$ cat config.mk
export PLATFORM = sky130hd
export DESIGN_NAME = l1_repl_ctrl_flat
export DESIGN_NICKNAME = d
export VERILOG_FILES = /design/src/rtl/l1_repl_ctrl_if.sv /design/src/rtl/l1_repl_ctrl.sv /design/src/flat_wrapper.sv
export SDC_FILE = /design/constraint.sdc
export NUM_CORES = 1
export LEC_CHECK = 0
export ABC_AREA = 0
export CORE_MARGIN = 4
export CORE_UTILIZATION = 24
export CTS_CLUSTER_DIAMETER = 200
export DETAILED_ROUTE_END_ITERATION = 8
export PLACE_DENSITY = 0.44
export SLEW_MARGIN = 20
export SYNTH_ARGS = -nofsm -noshare
export SYNTH_HDL_FRONTEND = slang
export SYNTH_SLANG_ARGS = --single-unit
$ cat constraint.sdc
create_clock -name clk -period 9.1 [get_ports clk]
set_input_delay 1.365 -clock clk [delete_from_list [all_inputs] [get_ports clk]]
set_output_delay 1.365 -clock clk [all_outputs]
set_load 0.01 [all_outputs]
$ cat src/rtl/l1_repl_ctrl_if.sv
// Lookup request / response bundle between the tag pipeline and the L1
// replacement controller. The tag side is the master, the controller the slave.
interface l1_repl_ctrl_if #(
  parameter int WAY_NUM   = 4,
  parameter int IDX_WIDTH = 6
);
  logic                 lkp_val;
  logic                 lkp_rdy;
  logic [IDX_WIDTH-1:0] lkp_idx;
  logic [WAY_NUM-1:0]   lkp_tag_cmp;
  logic [WAY_NUM-1:0]   lkp_ld_val;
  logic [WAY_NUM-1:0]   lkp_lock;
  logic                 rsp_val;
  logic                 rsp_hit;
  logic                 rsp_evict;
  logic                 rsp_nvict;
  logic                 rsp_err;
  logic [WAY_NUM-1:0]   rsp_way;

  modport master (
    output lkp_val, lkp_idx, lkp_tag_cmp, lkp_ld_val, lkp_lock,
    input  lkp_rdy, rsp_val, rsp_hit, rsp_evict, rsp_nvict, rsp_err, rsp_way
  );

  modport slave (
    input  lkp_val, lkp_idx, lkp_tag_cmp, lkp_ld_val, lkp_lock,
    output lkp_rdy, rsp_val, rsp_hit, rsp_evict, rsp_nvict, rsp_err, rsp_way
  );
endinterface

$ cat src/rtl/l1_repl_ctrl.sv
// L1 replacement controller: per-set hit/victim way selection with either
// MRU-bit (POLICY=0) or tree-PLRU (POLICY=1) state, way locking, multi-hit
// flagging, a registered response and a sequential state-clear engine.
module l1_repl_ctrl #(
  parameter int WAY_NUM   = 4,
  parameter int IDX_WIDTH = 6,
  parameter int POLICY    = 0
) (
  input  logic         clk,
  input  logic         rst_n,
  input  logic         init_req,
  output logic         busy,
  l1_repl_ctrl_if.slave bus
);
  localparam int SET_NUM = 2 ** IDX_WIDTH;
  localparam int ST_W    = (POLICY == 1) ? WAY_NUM - 1 : WAY_NUM;
  localparam int LVL     = $clog2(WAY_NUM);

  typedef enum logic {ST_IDLE, ST_INIT} fsm_t;

  fsm_t                 fsm_q, fsm_d;
  logic [IDX_WIDTH-1:0] cnt_q, cnt_d;

  logic [ST_W-1:0]    repl_st [SET_NUM];
  logic [ST_W-1:0]    cur_st, upd_st;
  logic [WAY_NUM-1:0] hit_vect, hit_way, free_vect, free_way, avail, pol_way, sel_way;
  logic               accept, any_hit, multi_hit, any_free, any_avail;
  logic               evict_c, nvict_c, do_upd;

  logic               vld_p1, hit_p1, evict_p1, nvict_p1, err_p1;
  logic [WAY_NUM-1:0] way_p1;

  function automatic logic [WAY_NUM-1:0] lsb_onehot(input logic [WAY_NUM-1:0] v);
    return v & (~v + WAY_NUM'(1));
  endfunction

  function automatic logic [WAY_NUM-1:0] msb_onehot(input logic [WAY_NUM-1:0] v);
    logic [WAY_NUM-1:0] r, s;
    r = '0;
    for (int i = 0; i < WAY_NUM; i++) begin
      s = v >> i;
      if (s[0]) r = WAY_NUM'(1) << i;
    end
    return r;
  endfunction

  // MRU-bit: prefer the highest unlocked way not marked used.
  function automatic logic [WAY_NUM-1:0] mru_victim(input logic [WAY_NUM-1:0] used,
                                                    input logic [WAY_NUM-1:0] av);
    logic [WAY_NUM-1:0] cand;
    cand = av & ~used;
    return (|cand) ? msb_onehot(cand) : msb_onehot(av);
  endfunction

  // Once every way is marked used, only the just-touched way stays marked.
  function automatic logic [WAY_NUM-1:0] mru_touch(input logic [WAY_NUM-1:0] used,
                                                   input logic [WAY_NUM-1:0] way);
    logic [WAY_NUM-1:0] upd;
    upd = used | way;
    return (&upd) ? way : upd;
  endfunction

  // Walk the tree from the root; a fully locked half is never entered.
  function automatic logic [WAY_NUM-1:0] plru_victim(input logic [WAY_NUM-2:0] tree,
                                                     input logic [WAY_NUM-1:0] av);
    logic [WAY_NUM-1:0] lo_mask;
    logic [WAY_NUM-2:0] t;
    logic               go_hi, lo_any, hi_any;
    int                 node, lo, span, half;
    node = 0;
    lo   = 0;
    span = WAY_NUM;
    for (int l = 0; l < LVL; l++) begin
      half    = span / 2;
      lo_mask = ((WAY_NUM'(1) << half) - WAY_NUM'(1)) << lo;
      lo_any  = |(av & lo_mask);
      hi_any  = |(av & (lo_mask << half));
      t       = tree >> node;
      go_hi   = t[0];
      if (go_hi && !hi_any)      go_hi = 1'b0;
      else if (!go_hi && !lo_any) go_hi = 1'b1;
      if (go_hi) begin
        lo   = lo + half;
        node = 2 * node + 2;
      end else begin
        node = 2 * node + 1;
      end
      span = half;
    end
    return WAY_NUM'(1) << lo;
  endfunction

  // Every node on the path to the accessed way is pointed at the other half.
  function automatic logic [WAY_NUM-2:0] plru_touch(input logic [WAY_NUM-2:0] tree,
                                                    input logic [WAY_NUM-1:0] way);
    logic [WAY_NUM-1:0] lo_mask;
    logic [WAY_NUM-2:0] t;
    int                 node, lo, span, half;
    t    = tree;
    node = 0;
    lo   = 0;
    span = WAY_NUM;
    for (int l = 0; l < LVL; l++) begin
      half    = span / 2;
      lo_mask = ((WAY_NUM'(1) << half) - WAY_NUM'(1)) << lo;
      if (|(way & (lo_mask << half))) begin
        t    = t & ~((WAY_NUM-1)'(1) << node);
        lo   = lo + half;
        node = 2 * node + 2;
      end else begin
        t    = t | ((WAY_NUM-1)'(1) << node);
        node = 2 * node + 1;
      end
      span = half;
    end
    return t;
  endfunction

  assign busy        = (fsm_q == ST_INIT);
  assign bus.lkp_rdy = ~busy;
  assign accept      = bus.lkp_val & ~busy;
  assign cur_st      = repl_st[bus.lkp_idx];

  assign hit_vect  = bus.lkp_tag_cmp & bus.lkp_ld_val;
  assign hit_way   = lsb_onehot(hit_vect);
  assign any_hit   = |hit_vect;
  assign multi_hit = |(hit_vect & ~hit_way);
  assign avail     = ~bus.lkp_lock;
  assign free_vect = ~bus.lkp_ld_val & avail;
  assign free_way  = lsb_onehot(free_vect);
  assign any_free  = |free_vect;
  assign any_avail = |avail;

  if (POLICY == 1) begin : g_plru
    assign pol_way = plru_victim(cur_st, avail);
    assign upd_st  = plru_touch(cur_st, sel_way);
  end else begin : g_mru
    assign pol_way = mru_victim(cur_st, avail);
    assign upd_st  = mru_touch(cur_st, sel_way);
  end

  // Init engine state register; reset starts a full clear.
  always_ff @(posedge clk or negedge rst_n) begin
    if (!rst_n) begin
      fsm_q <= ST_INIT;
      cnt_q <= '0;
    end else begin
      fsm_q <= fsm_d;
      cnt_q <= cnt_d;
    end
  end

  // Init engine sequencing: sweep every set once, restart on init_req.
  always_comb begin
    fsm_d = fsm_q;
    cnt_d = cnt_q;
    case (fsm_q)
      ST_IDLE: begin
        if (init_req) begin
          fsm_d = ST_INIT;
          cnt_d = '0;
        end
      end
      ST_INIT: begin
        if (init_req) begin
          cnt_d = '0;
        end else if (&cnt_q) begin
          fsm_d = ST_IDLE;
          cnt_d = '0;
        end else begin
          cnt_d = cnt_q + IDX_WIDTH'(1);
        end
      end
      default: begin
        fsm_d = ST_INIT;
        cnt_d = '0;
      end
    endcase
  end

  // Way selection: hit first, then a free unlocked way, then the policy victim.
  always_comb begin
    sel_way = '0;
    evict_c = 1'b0;
    nvict_c = 1'b0;
    if (any_hit) begin
      sel_way = hit_way;
    end else if (any_free) begin
      sel_way = free_way;
    end else if (any_avail) begin
      sel_way = pol_way;
      evict_c = 1'b1;
    end else begin
      nvict_c = 1'b1;
    end
  end

  assign do_upd = accept & ~nvict_c;

  // Replacement state: cleared by the init sweep, updated by accepted lookups.
  always_ff @(posedge clk) begin
    if (busy)        repl_st[cnt_q]       <= '0;
    else if (do_upd) repl_st[bus.lkp_idx] <= upd_st;
  end

  // ---- stage p1: registered response, all zero when nothing was accepted
  always_ff @(posedge clk or negedge rst_n) begin
    if (!rst_n) begin
      vld_p1   <= 1'b0;
      hit_p1   <= 1'b0;
      evict_p1 <= 1'b0;
      nvict_p1 <= 1'b0;
      err_p1   <= 1'b0;
      way_p1   <= '0;
    end else begin
      vld_p1   <= accept;
      hit_p1   <= accept & any_hit;
      evict_p1 <= accept & evict_c;
      nvict_p1 <= accept & nvict_c;
      err_p1   <= accept & multi_hit;
      way_p1   <= accept ? sel_way : '0;
    end
  end

  assign bus.rsp_val   = vld_p1;
  assign bus.rsp_hit   = hit_p1;
  assign bus.rsp_evict = evict_p1;
  assign bus.rsp_nvict = nvict_p1;
  assign bus.rsp_err   = err_p1;
  assign bus.rsp_way   = way_p1;
endmodule

$ cat src/flat_wrapper.sv
// flat-port wrapper written by rule: the top's interface ports become plain ports
module l1_repl_ctrl_flat 
#(
  parameter int WAY_NUM   = 4,
  parameter int IDX_WIDTH = 6,
  parameter int POLICY    = 0
)
  (clk, rst_n, init_req, busy, bus_lkp_val, bus_lkp_idx, bus_lkp_tag_cmp, bus_lkp_ld_val, bus_lkp_lock, bus_lkp_rdy, bus_rsp_val, bus_rsp_hit, bus_rsp_evict, bus_rsp_nvict, bus_rsp_err, bus_rsp_way);
  l1_repl_ctrl_if #(.WAY_NUM(WAY_NUM), .IDX_WIDTH(IDX_WIDTH)) bus_i ();
  input  logic clk;
  input  logic rst_n;
  input  logic init_req;
  output logic busy;
  input wire logic [$bits(bus_i.lkp_val)-1:0] bus_lkp_val;
  input wire logic [$bits(bus_i.lkp_idx)-1:0] bus_lkp_idx;
  input wire logic [$bits(bus_i.lkp_tag_cmp)-1:0] bus_lkp_tag_cmp;
  input wire logic [$bits(bus_i.lkp_ld_val)-1:0] bus_lkp_ld_val;
  input wire logic [$bits(bus_i.lkp_lock)-1:0] bus_lkp_lock;
  output wire logic [$bits(bus_i.lkp_rdy)-1:0] bus_lkp_rdy;
  output wire logic [$bits(bus_i.rsp_val)-1:0] bus_rsp_val;
  output wire logic [$bits(bus_i.rsp_hit)-1:0] bus_rsp_hit;
  output wire logic [$bits(bus_i.rsp_evict)-1:0] bus_rsp_evict;
  output wire logic [$bits(bus_i.rsp_nvict)-1:0] bus_rsp_nvict;
  output wire logic [$bits(bus_i.rsp_err)-1:0] bus_rsp_err;
  output wire logic [$bits(bus_i.rsp_way)-1:0] bus_rsp_way;
  assign bus_i.lkp_val = bus_lkp_val;
  assign bus_i.lkp_idx = bus_lkp_idx;
  assign bus_i.lkp_tag_cmp = bus_lkp_tag_cmp;
  assign bus_i.lkp_ld_val = bus_lkp_ld_val;
  assign bus_i.lkp_lock = bus_lkp_lock;
  assign bus_lkp_rdy = bus_i.lkp_rdy;
  assign bus_rsp_val = bus_i.rsp_val;
  assign bus_rsp_hit = bus_i.rsp_hit;
  assign bus_rsp_evict = bus_i.rsp_evict;
  assign bus_rsp_nvict = bus_i.rsp_nvict;
  assign bus_rsp_err = bus_i.rsp_err;
  assign bus_rsp_way = bus_i.rsp_way;
  l1_repl_ctrl #(.WAY_NUM(WAY_NUM), .IDX_WIDTH(IDX_WIDTH), .POLICY(POLICY)) u_core (.clk(clk), .rst_n(rst_n), .init_req(init_req), .busy(busy), .bus(bus_i));
endmodule
=== After elaboration in Yosys (flattened, before gate mapping) ===
Memories as Yosys holds them, arrays and structs flattened.
Index checks and enable logic that the tools add are counted.

* Multiplexer cells: 36
* Reduce and logical (&&, ||, !) cells: 8
* Bitwise operators: 21
* $add $sub $neg: 3
* Equality and inequality tests: 1

{| class="wikitable"
|+ Operator list
! cell !! count
|-
| 4-bit 2-to-1 mux || 9
|-
| 4-bit AND || 6
|-
| 6-bit 2-to-1 mux || 4
|-
| 4-bit NOT || 6
|-
| 4-bit OR reduction || 6
|-
| 1-bit 2-to-1 mux || 17
|-
| 6-bit case mux with 2 select lines || 1
|-
| 4-bit by 1-bit adder with 4-bit output (second input constant) || 2
|-
| 6-bit by 1-bit adder with 6-bit output (second input constant) || 1
|-
| 1-bit AND || 6
|-
| 3-bit 2-to-1 mux || 2
|-
| 6-bit AND reduction || 1
|-
| 2-bit 2-to-1 mux || 2
|-
| 4-bit OR || 1
|-
| 4-bit AND reduction || 1
|-
| 2-bit != test (second input constant) || 1
|-
| 1-bit NOT || 2
|-
| 1-bit case mux with 2 select lines || 1
|}

* Flip-flop bits (word level): 16
* Memories kept: 1
* Word-level logic and storage cells: 78
* Output and inout bits: 11
* Bits in writable memories: 256

{| class="wikitable"
|+ Memories
! memory !! depth !! bits a word !! read ports !! clocked after memory_dff !! write ports !! line !! text
|-
| u_core.repl_st || 64 || 4 || 1 || 0 || 1 || l1_repl_ctrl.sv:24 || <nowiki>logic [ST_W-1:0] repl_st [SET_NUM];</nowiki>
|}

=== Longest topological paths before layout ===
An unclocked memory read counts as a cell.

* Depth after elaboration: 15
* Mapped depth: 12

=== Worst setup path after synthesis ===
No wires, ideal clock.

* Path kind: input-to-reg
* Start point: input port bus_lkp_idx[0]
* End point: memory u_core.repl_st[0][0] in the netlist's numbering, data pin
* Arrival: 5.207 ns
* Setup time: 0.553 ns
* Data required time: 8.547 ns
* Buffers on the path: 2
* Stages on the path: 10
* Setup slack: 3.340 ns
* Cell sequence: buf_6 buf_6 mux4_2 mux4_2 mux2i_1 nand3b_1 o41a_2 a41oi_1 nor3_2 o22ai_1

* Word-level cells in the longest chain between the ends: 15

{| class="wikitable"
|+ RTL lines
! what !! line !! text
|-
| from (decl) || flat_wrapper.sv:15 || <nowiki>input wire logic [$bits(bus_i.lkp_idx)-1:0] bus_lkp_idx;</nowiki>
|-
| memory 64 x 4 bit (*) || n/a ||
|-
| 4-bit NOT || l1_repl_ctrl.sv:51 || <nowiki>cand = av & ~used;</nowiki>
|-
| 4-bit AND || l1_repl_ctrl.sv:51 ||
|-
| 1-bit 2-to-1 mux || l1_repl_ctrl.sv:42 || <nowiki>if (s[0]) r = WAY_NUM'(1) << i;</nowiki>
|-
| 2-bit 2-to-1 mux || l1_repl_ctrl.sv:42 ||
|-
| 3-bit 2-to-1 mux || l1_repl_ctrl.sv:42 ||
|-
| 4-bit 2-to-1 mux || l1_repl_ctrl.sv:42 ||
|-
| 4-bit 2-to-1 mux || l1_repl_ctrl.sv:52 || <nowiki>return (|cand) ? msb_onehot(cand) : msb_onehot(av);</nowiki>
|-
| 4-bit 2-to-1 mux || l1_repl_ctrl.sv:190 || <nowiki>end else if (any_avail) begin</nowiki>
|-
| 4-bit 2-to-1 mux || l1_repl_ctrl.sv:188 || <nowiki>end else if (any_free) begin</nowiki>
|-
| 4-bit 2-to-1 mux || l1_repl_ctrl.sv:186 || <nowiki>if (any_hit) begin</nowiki>
|-
| 4-bit OR || l1_repl_ctrl.sv:59 || <nowiki>upd = used | way;</nowiki>
|-
| 4-bit AND reduction || l1_repl_ctrl.sv:60 || <nowiki>return (&upd) ? way : upd;</nowiki>
|-
| 4-bit 2-to-1 mux (*) || l1_repl_ctrl.sv:60 ||
|-
| 4-bit 2-to-1 mux (no line) (*) || n/a ||
|-
| to (decl) || l1_repl_ctrl.sv:24 ||
|}

Every way passes the cells marked *; elsewhere a longest branch is shown, timed or not.

=== Final worst setup path ===
* Start point: input port bus_lkp_idx[2]
* End point: memory u_core.repl_st[4][3] in the netlist's numbering, data pin

The elaborated chain is that of the path after synthesis.

==> flow_summary_export.csv <==
group,metric,value,unit
status,outcome,"completed",
final_layout,postLayoutCoreUtil,0.2885,
synth,ys_warn_count,0,
cts,htreeDepth,1,
synth,synth_area,11470,um2
final_layout,antenna_cells,0,
power_and_ir_drop,ir_drop,0.1241,mV
global_routing,grt_pass1_wl,43.52,mm
sta,fin_crit_sh,0.6008,
critical_path,crit_cells,10,
die,fp.dieH,226.6,um
critical_path,reg2reg_to,"u_core.repl_st[4][3]$_DFFE_PP_",
sta,fin_tns_setup,0,ns
critical_path,cp_data_arrival_time,5.74,ns
critical_path,reg2reg_setup_slack,5.23,ns
detailed_routing,drt-total-wl,28.87,mm
final_layout,register_area,8089,um2
detailed_routing,vias_per_cell,4.618,
cts,post_cts_buffers,0,
power_and_ir_drop,leakage,4.902,nW
synth,synth_area_per_cell,16.36,um2
die,core_area,46850,um2
cts,cts_tree,"yes",
global_routing,grt-ovfl-total,0,
synth,ys.flop_type,"edfxtp_1",
critical_path,crit_required,9.37,ns
sta,worstMarginPinSlew,1.018,ns
hold_path,hold_class,"reg2reg",
synth,ys_types,64,
global_routing,grt_pass1_vias,6492,
detailed_routing,routed-via-count,6326,
synth,synthMuxAreaShare,0.1418,
die,fp.dieArea,51350,um2
synth,yosysSeqAreaShare,0.7052,
synth,ys_async_sr_fraction,0.05882,
run,maxCapViolCount,0,
synth,synth_compound_area_frac,0.05476,
final_layout,drive_above_1_share,0.1612,
placed_design,port_buffers,32,
sta,relSlewSlack,0.3185,
final_layout,finalNetCount,764,
critical_path,cp_cell_sequence,"clkdlybuf4s50_1, inv_2, or3_1, a31oi_1, a2111o_1, a31oi_2, a311oi_2, nor3_2, a211oi_4, buf_4",
cts,cts-root-buf,"clkbuf_16",
sta,fin_crit,5.468,ns
die,start_util,0.2448,
cts,cts_hold_buf,0,
critical_path,end_kind,"register",
placed_design,place.gp.congestion,0.7853,
final_layout,final_area,13520,um2
detailed_routing,drc,0,
critical_path,r2r_cells,9,
detailed_routing,avgRoutedWirePerCell,21.07,um
critical_path,critical-path-top-delay-family,"buffers and inverters",
cts,clk_path_buf_depth,3,
critical_path,crit_end,"u_core.repl_st[4][3]$_DFFE_PP_",
synth,synth_edf_count,256,
critical_path,slowest_stage,"clkdlybuf4s50_1",
die,die_w,226.6,um
cts,cts_resized,0,
final_layout,num-fill-cells,4680,
synth,syn_nets,724,
sta,hold_viol,0,
critical_path,slowest_delay,0.97,ns
synth,synth-adder-area-share,0.001964,
cts,clkSinkCount,272,
sta,final-setup-viol-count,0,
global_routing,antenna_found_initial,0,
power_and_ir_drop,powerDensity,204.5,nW/um2
synth,synth-simple-area-share,0.07505,
final_layout,multi_input_area,3214,um2
cts,insertion_delay,0.55,ns
synth,ys_ff_latch,272,
critical_path,critPathKind,"in2reg",
critical_path,worstReg2RegStart,"u_core.repl_st[35][3]$_DFFE_PP_",
sta,maxSlewViolCount,0,
die,io_pins,33,
global_routing,grt_start_max_net_pins,65,
critical_path,critPathBufInv,3,
synth,synth_top_family_by_area,"multiplexers",
sta,finClkSkew,0.01019,ns
critical_path,worstSetupStartpointType,"input pin",
detailed_routing,drtAntennaViolNets,0,
global_routing,globalRouteTotalUtil,0.1131,
placed_design,dp_hpwl,19.03,mm
final_layout,areaGrowthSynthToFinish,17.84,%
critical_path,critPathLaunch,"bus_lkp_idx[2]",
hold_path,min-delay-start,"u_core.cnt_q[5]$_DFFE_PN0P_",
placed_design,place_area,12480,um2
cts,numCtsBuffers,29,
cts,clk_pin_slew,0.06,ns
critical_path,cp_max_fo,52,
synth,synthXorXnorAreaFrac,0.002291,
die,row_count,79,
synth,synth_cells,701,
sta,fmax,0.1829,GHz
detailed_routing,dr.pass1.iters,5,
detailed_routing,first_iter_violations,570,
sta,rsz0062_at_grt,"no",
## stage by stage
stage / total power [W] / hold WS (ns) / setup slack (ns) / instances
2_1_floorplan: 0.001474 / 0.5106 / 3.340 / 701
3_3_place_gp: 0.001524 / 0.5927 / 3.083 / 1317
3_5_place_dp: 0.001524 / 0.5875 / 3.051 / 1317
4_1_cts: 0.002803 / 0.5962 / 3.628 / 1370
5_1_grt: 0.002869 / 0.6355 / 3.356 / 1370
6_report: 0.002764 / 0.5938 / 3.632 / 1370
## synthesized netlist by cell type, drive strengths merged (5+ instances only)
cell type	number	area [um2]
inv	8	30.03
nor2	90	337.8
mux2i	50	500.5
o21ai	11	55.05
mux4	48	1081
nand3	15	75.07
a22o	5	43.79
a21oi	9	45.04
clkbuf	15	56.30
o22ai	5	31.28
edfxtp	256	7687
nand4	6	37.54
buf	17	126.4
and2	6	37.54
nand2	55	206.5
a31oi	5	37.53
a22oi	12	90.09
nor3	8	45.04
dfrtp	15	375.4
o31ai	5	37.54
## placed cells by master, fill, tap and decap left out, types with 3 or more instances in the layout
cell type and n:
a22oi_1 12, o22ai_1 3, nand3_1 15, clkinv_4 3, nor2_1 90, and2_1 6, o31ai_1 5, clkinv_2 3
clkdlybuf4s50_1 30, and3_1 4, nor3_1 7, mux4_2 48, mux2i_1 50, a21oi_1 8, buf_4 11, inv_1 7
clkinv_1 7, a31oi_1 4, nand4_1 6, o21ai_0 10, a221o_1 3, edfxtp_1 256, nand2_1 55, nand3b_1 4
a22o_1 5, clkbuf_16 29, bufinv_16 7, dfrtp_1 15, a311oi_1 3, mux2_2 4, nor2b_1 3
## worst register-to-register path, delay by kind of cell, from the launching register on
family | cells | cell delay [ns]
AOI/OAI and AO/OA | 5 | 1.71
buffers and inverters | 1 | 0.53
DFF | 1 | 0.35
muxes | 2 | 0.78
and+or+nand+nor | 1 | 0.17
## cell families after synthesis
logic type | after synthesis
AO/OA/AOI/OAI | 83
XOR/XNOR | 3
adder cells (fa/ha/maj) | 2
buffers and inverters | 41
flip-flops | 272
multiplexers | 102
AND/OR/NAND/NOR | 198
## metal layers
layer,wire [um],vias up,global-route usage
li1,-,2859,-
met1,13140,3246,0.1567
met2,13460,165,0.1812
met3,1349,56,0.01916
met4,921,0,0.03830
met5,0,-,0
## cell type report
class	count	area share
Clock inverter	23	0.02268
Timing Repair Buffer	41	0.02833
Sequential cell	272	0.5985
Tap cell	607	0.05619
Multi-Input combinational cell	388	0.2378
Inverter	9	0.002500
Clock buffer	30	0.05397
## sequential cells by signal, indices dropped and copies added (netlist names)
name	flops
u_core.bus.rsp_way	4
u_core.bus.rsp_nvict	1
u_core.bus.rsp_err	1
u_core.cnt_q	6
u_core.repl_st	256
u_core.bus.rsp_val	1
u_core.bus.rsp_evict	1
u_core.busy	1
u_core.bus.rsp_hit	1
## power by group
part           internal [W]  total [W]  switching (W)
combinational     0.0000487   0.000137      0.0000880
sequential          0.00136    0.00136     0.00000351
clock              0.000782    0.00127       0.000485
## how the worst min path moves through the flow
stage	to	slack (ns)	depth (start not counted)
final	u_core.cnt_q[5]$_DFFE_PN0P_	0.59	1
after global routing	u_core.cnt_q[5]$_DFFE_PN0P_	0.64	1
after CTS	u_core.cnt_q[5]$_DFFE_PN0P_	0.60	1
after detailed placement	u_core.cnt_q[5]$_DFFE_PN0P_	0.59	1
after global placement	u_core.cnt_q[5]$_DFFE_PN0P_	0.59	1
after floorplan	u_core.cnt_q[5]$_DFFE_PN0P_	0.51	1
Note: power is estimated with default switching activity, not from simulation.
